<file path="src/rtl/gpio_pkg.sv">
// GPIO peripheral shared definitions.
// Register offsets, window geometry and the byte-lane helper.
package gpio_pkg;

  localparam int GPIO_WIN_BYTES = 32;
  localparam int GPIO_OFF_W     = 3;

  typedef logic [GPIO_OFF_W-1:0] gpio_off_t;

  localparam gpio_off_t GPIO_OFF_OUT  = 3'd0;
  localparam gpio_off_t GPIO_OFF_OE   = 3'd1;
  localparam gpio_off_t GPIO_OFF_IN   = 3'd2;
  localparam gpio_off_t GPIO_OFF_SET  = 3'd3;
  localparam gpio_off_t GPIO_OFF_CLR  = 3'd4;
  localparam gpio_off_t GPIO_OFF_TOG  = 3'd5;
  localparam gpio_off_t GPIO_OFF_IEN  = 3'd6;
  localparam gpio_off_t GPIO_OFF_STAT = 3'd7;

  function automatic logic [31:0] gpio_lane_mask(
    input logic [3:0] be
  );
    logic [31:0] m;
    m = '0;
    for (int n = 0; n < 4; n++) begin
      m[8*n +: 8] = {8{be[n]}};
    end
    return m;
  endfunction

endpackage

</file>
<file path="src/rtl/gpio_periph_if.sv">
// CPU data-bus slice seen by the GPIO peripheral.
// Request fields come from the core, data_out is the registered reply.
interface gpio_periph_if #(
  parameter int ADDR_W = 10
);
  logic [ADDR_W-1:0] address;
  logic [31:0]       data_in;
  logic              write;
  logic [3:0]        width;
  logic [31:0]       data_out;

  modport master (
    output address,
    output data_in,
    output write,
    output width,
    input  data_out
  );

  modport slave (
    input  address,
    input  data_in,
    input  write,
    input  width,
    output data_out
  );
endinterface

</file>
<file path="src/rtl/gpio_sync.sv">
// Pin input synchroniser with optional rising-edge detect.
// Build with GPIO_IRQ_EN to get the delay flop and rise output.
module gpio_sync #(
  parameter int WIDTH       = 8,
  parameter int SYNC_STAGES = 2
) (
  input  logic             clk,
  input  logic             rst,
  input  logic [WIDTH-1:0] in_i,
  output logic [WIDTH-1:0] in_sync_o,
  output logic [WIDTH-1:0] rise_o
);

  logic [WIDTH-1:0] sync_q [SYNC_STAGES];
  logic [WIDTH-1:0] sync_d [SYNC_STAGES];

  always_comb begin
    sync_d[0] = in_i;
    for (int i = 1; i < SYNC_STAGES; i++) begin
      sync_d[i] = sync_q[i-1];
    end
  end

  always_ff @(posedge clk or posedge rst) begin
    if (rst) begin
      for (int i = 0; i < SYNC_STAGES; i++) begin
        sync_q[i] <= '0;
      end
    end else begin
      for (int i = 0; i < SYNC_STAGES; i++) begin
        sync_q[i] <= sync_d[i];
      end
    end
  end

  assign in_sync_o = sync_q[SYNC_STAGES-1];

`ifdef GPIO_IRQ_EN
  logic [WIDTH-1:0] dly_q;

  always_ff @(posedge clk or posedge rst) begin
    if (rst) begin
      dly_q <= '0;
    end else begin
      dly_q <= in_sync_o;
    end
  end

  // both flops clear together, so no edge right after reset
  assign rise_o = in_sync_o & ~dly_q;
`else
  assign rise_o = '0;
`endif

endmodule

</file>
<file path="src/rtl/gpio_periph.sv">
// Memory-mapped GPIO: direction, sync inputs, atomics, lane writes.
// Edge interrupts exist only when built with GPIO_IRQ_EN.
module gpio_periph
  import gpio_pkg::*;
#(
  parameter int                WIDTH       = 8,
  parameter int                ADDR_W      = 10,
  parameter logic [ADDR_W-1:0] BASE_ADDR   = 10'h3E0,
  parameter int                SYNC_STAGES = 2
) (
  input  logic             clk,
  input  logic             rst,
  gpio_periph_if.slave     bus,
  input  logic [WIDTH-1:0] gpio_in,
  output logic [WIDTH-1:0] gpio_out,
  output logic [WIDTH-1:0] gpio_oe,
  output logic             irq
);

  logic             sel;
  logic             we;
  gpio_off_t        off;
  logic [31:0]      lane_m;
  logic [31:0]      din_m;
  logic [WIDTH-1:0] wmask;
  logic [WIDTH-1:0] wdat;
  logic [WIDTH-1:0] in_sync;
  logic [WIDTH-1:0] rise;
  logic [WIDTH-1:0] ien_rd;
  logic [WIDTH-1:0] stat_rd;

  logic [WIDTH-1:0] out_q, out_d;
  logic [WIDTH-1:0] oe_q, oe_d;
  logic [31:0]      rdata_q, rdata_d;

  assign sel    = bus.address[ADDR_W-1:5] == BASE_ADDR[ADDR_W-1:5];
  assign off    = bus.address[4:2];
  assign we     = sel & bus.write;
  assign lane_m = gpio_lane_mask(bus.width);
  assign din_m  = bus.data_in & lane_m;
  assign wmask  = lane_m[WIDTH-1:0];
  assign wdat   = din_m[WIDTH-1:0];

  gpio_sync #(
    .WIDTH       (WIDTH),
    .SYNC_STAGES (SYNC_STAGES)
  ) u_sync (
    .clk       (clk),
    .rst       (rst),
    .in_i      (gpio_in),
    .in_sync_o (in_sync),
    .rise_o    (rise)
  );

  always_comb begin
    out_d = out_q;
    oe_d  = oe_q;
    if (we) begin
      unique case (1'b1)
        off == GPIO_OFF_OUT: out_d = (out_q & ~wmask) | wdat;
        off == GPIO_OFF_OE:  oe_d  = (oe_q & ~wmask) | wdat;
        off == GPIO_OFF_SET: out_d = out_q | wdat;
        off == GPIO_OFF_CLR: out_d = out_q & ~wdat;
        off == GPIO_OFF_TOG: out_d = out_q ^ wdat;
        default: ;
      endcase
    end
  end

`ifdef GPIO_IRQ_EN
  logic [WIDTH-1:0] ien_q, ien_d;
  logic [WIDTH-1:0] stat_q, stat_d;
  logic [WIDTH-1:0] clr;
  logic             unused_ok;

  always_comb begin
    ien_d = ien_q;
    clr   = '0;
    if (we && off == GPIO_OFF_IEN) begin
      ien_d = (ien_q & ~wmask) | wdat;
    end
    if (we && off == GPIO_OFF_STAT) begin
      clr = wdat;
    end
    // OR-ing rise after the clear lets a same-cycle edge win
    stat_d = (stat_q & ~clr) | rise;
  end

  always_ff @(posedge clk or posedge rst) begin
    if (rst) begin
      ien_q  <= '0;
      stat_q <= '0;
    end else begin
      ien_q  <= ien_d;
      stat_q <= stat_d;
    end
  end

  assign irq       = |(stat_q & ien_q);
  assign ien_rd    = ien_q;
  assign stat_rd   = stat_q;
  assign unused_ok = ^{bus.address[1:0], din_m, lane_m};
`else
  logic unused_ok;

  assign irq       = 1'b0;
  assign ien_rd    = '0;
  assign stat_rd   = '0;
  assign unused_ok = ^{bus.address[1:0], din_m, lane_m, rise};
`endif

  always_comb begin
    rdata_d = '0;
    if (sel) begin
      unique case (off)
        GPIO_OFF_OUT:  rdata_d = 32'(out_q);
        GPIO_OFF_OE:   rdata_d = 32'(oe_q);
        GPIO_OFF_IN:   rdata_d = 32'(in_sync);
        GPIO_OFF_IEN:  rdata_d = 32'(ien_rd);
        GPIO_OFF_STAT: rdata_d = 32'(stat_rd);
        default:       rdata_d = '0;
      endcase
    end
  end

  always_ff @(posedge clk or posedge rst) begin
    if (rst) begin
      out_q   <= '0;
      oe_q    <= '0;
      rdata_q <= '0;
    end else begin
      out_q   <= out_d;
      oe_q    <= oe_d;
      rdata_q <= rdata_d;
    end
  end

  assign gpio_out     = out_q;
  assign gpio_oe      = oe_q;
  assign bus.data_out = rdata_q;

endmodule
</file>
<file path="src/flat_wrapper.sv">
// flat-port wrapper written by rule: the top's interface ports become plain ports
module gpio_periph_flat import gpio_pkg::*;
#(
  parameter int                WIDTH       = 8,
  parameter int                ADDR_W      = 10,
  parameter logic [ADDR_W-1:0] BASE_ADDR   = 10'h3E0,
  parameter int                SYNC_STAGES = 2
)
  (clk, rst, gpio_in, gpio_out, gpio_oe, irq, bus_address, bus_data_in, bus_write, bus_width, bus_data_out);
  gpio_periph_if #(.ADDR_W(ADDR_W)) bus_i ();
  input  logic clk;
  input  logic rst;
  input  logic [WIDTH-1:0] gpio_in;
  output logic [WIDTH-1:0] gpio_out;
  output logic [WIDTH-1:0] gpio_oe;
  output logic irq;
  input wire logic [$bits(bus_i.address)-1:0] bus_address;
  input wire logic [$bits(bus_i.data_in)-1:0] bus_data_in;
  input wire logic [$bits(bus_i.write)-1:0] bus_write;
  input wire logic [$bits(bus_i.width)-1:0] bus_width;
  output wire logic [$bits(bus_i.data_out)-1:0] bus_data_out;
  assign bus_i.address = bus_address;
  assign bus_i.data_in = bus_data_in;
  assign bus_i.write = bus_write;
  assign bus_i.width = bus_width;
  assign bus_data_out = bus_i.data_out;
  gpio_periph #(.WIDTH(WIDTH), .ADDR_W(ADDR_W), .BASE_ADDR(BASE_ADDR), .SYNC_STAGES(SYNC_STAGES)) u_core (.clk(clk), .rst(rst), .bus(bus_i), .gpio_in(gpio_in), .gpio_out(gpio_out), .gpio_oe(gpio_oe), .irq(irq));
endmodule
</file>
<file path="config.mk">
export PLATFORM = sky130hd
export DESIGN_NAME = gpio_periph_flat
export DESIGN_NICKNAME = d
export VERILOG_FILES = /design/src/rtl/gpio_pkg.sv /design/src/rtl/gpio_periph_if.sv /design/src/rtl/gpio_sync.sv /design/src/rtl/gpio_periph.sv /design/src/flat_wrapper.sv
export SDC_FILE = /design/constraint.sdc
export NUM_CORES = 1
export LEC_CHECK = 0
export ABC_AREA = 1
export CAP_MARGIN = 20
export CORE_ASPECT_RATIO = 1.25
export CORE_MARGIN = 1
export CORE_UTILIZATION = 37
export CTS_CLUSTER_SIZE = 30
export DETAILED_ROUTE_END_ITERATION = 16
export PLACE_DENSITY = 0.85
export SLEW_MARGIN = 30
export SYNTH_ARGS = -nofsm -noshare
export SYNTH_HDL_FRONTEND = slang
export SYNTH_SLANG_ARGS = --single-unit
</file>
<file path="constraint.sdc">
create_clock -name clk -period 1 [get_ports clk]
set_input_delay 0.1 -clock clk [delete_from_list [all_inputs] [get_ports clk]]
set_output_delay 0.1 -clock clk [all_outputs]
set_load 0.02 [all_outputs]
</file>
==> summary.md, run 1 <==
| Metric | Value |
|---|---|
| Status | `finished with violations` |
| Failing checks | `setup timing` |
| Storage element area | `0.00101 mm²` |
| Ys Warns | `0` |
| Initial antenna violation count | `0` |
| Post-Syn Area | `between 0.002 and 0.0025 mm²` |
| Register area share after synthesis | `44.9%` |
| Clk sinks | `40` |
| Port Buf Inserts | `51` |
| Area taken by multi-input logic gates | `~0.0012 mm²` |
| CP endpoint kind | `flip-flop` |
| Final hold violation count | `0` |
| Clock latency on the worst-skew pair | `0.29 ns` |
| Core area | `a little under 0.006 mm²` |
| Asr flop ratio synth | `100%` |
| Clock buffer depth | `2` |
| Most frequent cell after synthesis | `nand2_1` |
| DP HPWL | `4300 µm` |
| Diodes inserted | `0` |
| Largest net degree at the start of global routing | `41` |
| CTS tree | `built` |
| Yosys cell types | `23` |
| #FFs+latches synth | `40` |
| P per Cell Area | `~1100 mW/mm²` |
| Top cell type by total area after synthesis | `dfrtp_1` |
| Synth top area cells | `dfrtp_1 45%, nand2_1 17%, buf_4 8.7%, ha_1 4.5%, nand3_1 3.6%` |
| CTS Buf Count | `5` |
| Maxcap violations | `0` |
| Detail Route Antenna Nets | `0` |
| Drt wl/cell | `13.7 µm` |
| Arrival @ worst endpoint | `approximately 1.4 ns` |
| Leakage power | `about 1.8 nW` |
| Predominant post-synthesis flop cell | `dfrtp_1` |
| Nets | `447` |
| Total die area | `about 0.0063 mm²` |
| Vias in the first global route | `between 2,000 and 2,500` |
| Slew Limit Fails | `0` |
| Final setup viols | `20` |
| RSZ-0062 raised after global routing | `yes` |
| Final WS setup | `-0.177 ns` |
| Die Y | `roughly 90 µm` |
| Filler cell count | `around 480` |
| Layout Skew | `about 0.0036 ns` |
| Layout cell share with drive strength beyond 1 | `roughly 37%` |
| Post-synth EDFFs | `0` |
| Final Util | `around three fifths` |
| TritonRoute pass-1 iters | `5` |
| Clk slew on worst S/H paths | `approximately 0.070 ns` |
| Post-Synthesis Cells | `between 200 and 300` |
| GRT Total Usage | `19.6%` |
| Crit path launch type | `flip-flop` |
| Starting Density | `a little under two fifths` |
| IO Count | `106` |
| Required @ worst endpoint | `1.19 ns` |
| DRT iter0 DRCs | `approximately 150` |
| Yosys top cell area share | `about 45%` |
| Post-route minimum period | `roughly 1.2 ns` |
| FP Rows | `31` |
| First-pass GRT wire length | `approximately 9600 µm` |
| Max VDD drop | `between 0.0005 and 0.0006 V` |
| Area Growth Syn to Fin | `52.2%` |
| WHS | `about 0.14 ns` |
| CP Class | `flip-flop to flip-flop` |
| Root Driver | `clkbuf_8` |
| Top cells by count, synth | `102 x nand2_1, 40 x dfrtp_1, 26 x buf_4` |
| Via count | `2,153` |
| FMAX | `between 800 and 900 MHz` |
| Average size of a mapped cell | `8.08 µm²` |
| Max FO, Critical Path | `5` |
| Die Wd | `roughly 71 µm` |
| Grt ovf | `0` |
| DRC violations left | `0` |
| H-tree levels | `2` |
| Final Wtd Congestion | `around 0.9` |
| Final wirelength | `around 6100 µm` |
| Post-DR vias/cell | `between 4 and 5` |
| Period utilization | `118%` |
| Hold Crit Class | `input port to flip-flop` |
-- placed cells by master, fill, tap and decap left out, drive strengths merged --
cell           synthesis  routed
nand2                105     105
buf                   30      78
dfrtp                 40      40
conb                   1      25
inv                   24      24
nor2                  21      21
nand3                 18      18
clkdlybuf4s50          0      17
nand4                 10      10
o211ai                 8       8
ha                     8       8
a21oi                  8       8
dlymetal6s2s           0       6
clkbuf                 0       6
clkinv                 1       3
nor3                   1       1
clkinvlp               0       1
nor3b                  1       1
bufbuf                 0       1
clkdlybuf4s15          0       1
dlygate4sd2            0       1
-- metrics by stage --
step                      total power, mW  std cells  area [µm²]  setup WS (ns)  setup TNS, ns
after floorplan                      2.25        300        2440         -0.124         -0.992
after global placement               2.55        428        3140         -0.584         -13.91
after detailed placement             2.57        428        3140         -0.651         -14.90
after CTS                            3.66        440        3270         -0.148          -1.67
after global routing                 3.90        449        3400         -0.242          -3.30
final                                3.72        449        3400         -0.177          -2.01
-- final cells by class --
cell class,instances,area share (%)
multi-input combinational,205,34.6
sequential,40,29.8
timing repair buffer,105,27.6
inverter,25,3.02
tap,66,2.43
clock buffer,5,2.03
clock inverter,3,0.553
-- worst paths after layout --
check | start | to | slack [ns] | cells past startpoint
max | u_core.gpio_out[4] | u_core.gpio_out[4] | -0.18 | 6
min | bus_data_in[5] | flip-flop | 0.14 | 3
max reg2reg | u_core.gpio_out[4] | u_core.gpio_out[4] | -0.18 | 6
min reg2reg | u_core.u_sync.sync_d[3] | u_core.u_sync.in_sync_o[3] | 0.35 | 0
max in group asynchronous | rst | u_core.gpio_out[3] | 0.58 | 3
min in group asynchronous | rst | u_core.u_sync.in_sync_o[4] | 0.20 | 3
-- worst max-delay path, cell delays in order (launching register included) --
cell	delay (ns)
dfrtp_2	0.46
ha_4	0.29
nor2_4	0.03
a21oi_2	0.11
nand2_1	0.08
nand2_1	0.06
nand2_1	0.05
-- cells by family after synthesis --
family	Yosys count	share of synthesized area [%]
AO/OA/AOI/OAI	16	4.49
buffers and inverters	55	14.2
other	1	0.168
AND/OR/NAND/NOR	156	31.7
adder cells (fa/ha/maj)	8	4.49
flip-flops	40	44.9
-- routing by layer --
layer	vias to the layer above	routed length, µm	GRT usage, %
met4	0	214	9.45
met3	21	326	2.39
met5	-	0	0
met1	998	2280	20.7
li1	1039	-	-
met2	95	3300	38.3
-- where the power goes --
part           switching, mW  internal, mW
Combinational          0.487         0.433
Clock                  0.566         0.486
Sequential            0.0631          1.69
Total                   1.12          2.61
-- repair_timing --
action / 4_1_cts / 5_1_grt
hold endpoints to repair: 0 / 0
resized for setup: 135 / 30
pin swaps: 22 / 20
setup buffers: 3 / 9
endpoints found under the setup margin: 48 / 34
cloned: 1 / 0
hold buffers: 0 / 0
Note: power is estimated with default switching activity, not from simulation.
==> run 2, diff against run 1 <==
MAX_ROUTING_LAYER = met4   (was not set)
SLEW_MARGIN = not set   (was 30)
==> run 2 against run 1 <==
The flow still finishes with violations (setup timing). Combinational power rose by 1%. Via count fell by 0.79%. Sequential cell count did not move. Clock power barely moved. Non-clock buffer count did not move. Worst setup slack got worse by 0.017 ns. Largest power group unchanged. Highest routed layer unchanged.
==> summary.md, run 2 (synthesized netlist as in run 1, its figures left out) <==
| Metric | Value |
|---|---|
| CP endpoint kind | `flip-flop` |
| DP HPWL | `around 4300 µm` |
| Max VDD drop | `0.000419 V` |
| Hold Crit Class | `input port to async pin` |
| Initial antenna violation count | `0` |
| Reg2Reg Setup Slack | `-0.19 ns` |
| Required @ worst endpoint | `between 1 and 1.5 ns` |
| Crit path launch type | `flip-flop` |
| Layout Skew | `0.00461 ns` |
| P per Cell Area | `approximately 1100 mW/mm²` |
| FMAX | `838 MHz` |
| IO Count | `approximately 110` |
| Layout cell share with drive strength beyond 1 | `38.9%` |
| FP Rows | `31` |
| Post-DR vias/cell | `~4.8` |
| Clk sinks | `40` |
| Status | `finished with violations` |
| TritonRoute pass-1 iters | `4` |
| Diodes inserted | `0` |
| Crit path from | `u_core.gpio_out[5]` |
| Net Sw Frac | `between 30% and 40%` |
| Leading cell type in the layout, fill and taps excluded | `nand2_1` |
| Final WS setup | `-0.193 ns` |
| CTS tree | `built` |
| GRT Total Usage | `around a fifth` |
| Final setup viols | `20` |
| Slew Limit Fails | `0` |
| H-tree levels | `2` |
| Leakage power | `around 1.8 nW` |
| Starting Density | `38.3%` |
| Total die area | `roughly 0.0063 mm²` |
| Nets | `447` |
| Failing checks | `setup timing` |
| Maxcap violations | `0` |
| Clock latency on the worst-skew pair | `0.30 ns` |
| Detail Route Antenna Nets | `0` |
| DRC violations left | `0` |
| Largest net degree at the start of global routing | `a little over 40` |
| Post-route minimum period | `around 1.2 ns` |
| Die Y | `between 80 and 90 µm` |
| Root Driver | `clkbuf_8` |
| Via count | `between 2,000 and 2,500` |
| Grt ovf | `0` |
| Area Growth Syn to Fin | `53.8%` |
| Clk slew on worst S/H paths | `around 0.08 ns` |
| Final hold violation count | `0` |
| Final Util | `between 50% and 60%` |
| First-pass GRT wire length | `around 9600 µm` |
| Max FO, Critical Path | `5` |
| Vias in the first global route | `around 2,100` |
| Clock network power share | `about 28%` |
| Most frequent cells in the layout | `92 x nand2_1, 36 x buf_4, 32 x dfrtp_1` |
| Port Buf Inserts | `about 50` |
| Int Power | `between 2 and 3 mW` |
| Core area | `0.00582 mm²` |
| Period utilization | `119%` |
| WHS | `0.197 ns` |
| CTS Buf Count | `5` |
| Net switching power | `roughly 1.1 mW` |
| Drt wl/cell | `roughly 13 µm` |
| Final Wtd Congestion | `around 0.9` |
| DRT iter0 DRCs | `146` |
| CP Class | `flip-flop to flip-flop` |
| Clock buffer depth | `2` |
| R2R cell count | `6` |
| Die Wd | `71.5 µm` |
| RSZ-0062 raised after global routing | `yes` |
| Final wirelength | `slightly below 6000 µm` |
| Critical path capture point | `u_core.gpio_out[5]` |
| Sequential share of power | `46.8%` |
| Gate power share | `between 20 and 25%` |
| FF-to-FF Start | `u_core.gpio_out[5]` |
| Arrival @ worst endpoint | `1.38 ns` |
| Worst r2r dst | `u_core.gpio_out[5]` |
run 2: changes by cell type in the layout (fill, tap and decap cells not counted), moves of 2 or more:
cell,before,now
clkdlybuf4s50_1,17,19
dlymetal6s2s_1,6,4
inv_4,2,4
inv_1,16,11
buf_6,18,22
inv_2,6,8
buf_4,41,36
run 2: power groups by stage:
stage          registers [mW]  clock network [mW]  logic (mW)
5_1_grt                  1.76                1.18        1.02
6_report                 1.75                1.06       0.930
3_5_place_dp             1.78                   0       0.789
4_1_cts                  1.75                1.10       0.864
3_3_place_gp             1.78                   0       0.770
2_1_floorplan            1.81                   0       0.444
run 2: critical path: stages, from the launching register on:
cell and delay, ns:
dfrtp_2 0.47, ha_4 0.28, nor2_2 0.04, a21oi_2 0.11, nand2_1 0.06, nand2_1 0.06
nand2_1 0.06
run 2: what timing repair did:
item	CTS	global route
gates resized for setup	148	32
gates cloned	1	0
setup endpoints to repair	48	32
hold buffers	0	0
pin swaps	30	38
buffers inserted	8	4
run 2: per-layer routing:
| metal | wire length (µm) | track usage, % | up-vias | share of wire [%] |
|---|---|---|---|---|
| li1 | - | - | 1039 | - |
| met1 | 2180 | 20.2 | 999 | 37 |
| met2 | 3180 | 38.1 | 79 | 54 |
| met3 | 277 | 2.51 | 19 | 4.7 |
| met4 | 231 | 11.8 | 0 | 3.9 |
| met5 | 0 | - | - | 0 |
run 2: area by class of cell:
type,instances,area (µm²)
well taps,66,82.6
multi-input cells,205,1180
flip-flops and latches,40,1010
repair buffers,105,957
fillers,476,2390
clock inverters,3,18.8
clock buffers,5,68.8
inverters,25,113
run 2: metrics by stage:
step	power, mW	cell area (µm²)	TNS, ns	std cells	setup WS [ns]
finish	3.75	3430	-2.19	449	-0.193
detailed placement	2.57	3140	-14.95	428	-0.677
global placement	2.55	3140	-13.91	428	-0.583
global route	3.96	3430	-3.19	449	-0.267
floorplan	2.25	2440	-0.992	300	-0.124
CTS	3.71	3320	-1.85	445	-0.159
run 2: how the worst min path moves through the flow:
| stage | start | end | slack, ns |
|---|---|---|---|
| floorplan | rst | async pin | 0.08 |
| global placement | u_core.u_sync.sync_d[5] | u_core.u_sync.in_sync_o[5] | 0.33 |
| detailed placement | u_core.u_sync.sync_d[1] | u_core.u_sync.in_sync_o[1] | 0.34 |
| CTS | rst | u_core.u_sync.sync_d[2] | 0.21 |
| global route | rst | u_core.u_sync.in_sync_o[5] | 0.21 |
| finish | rst | u_core.u_sync.sync_d[2] | 0.20 |
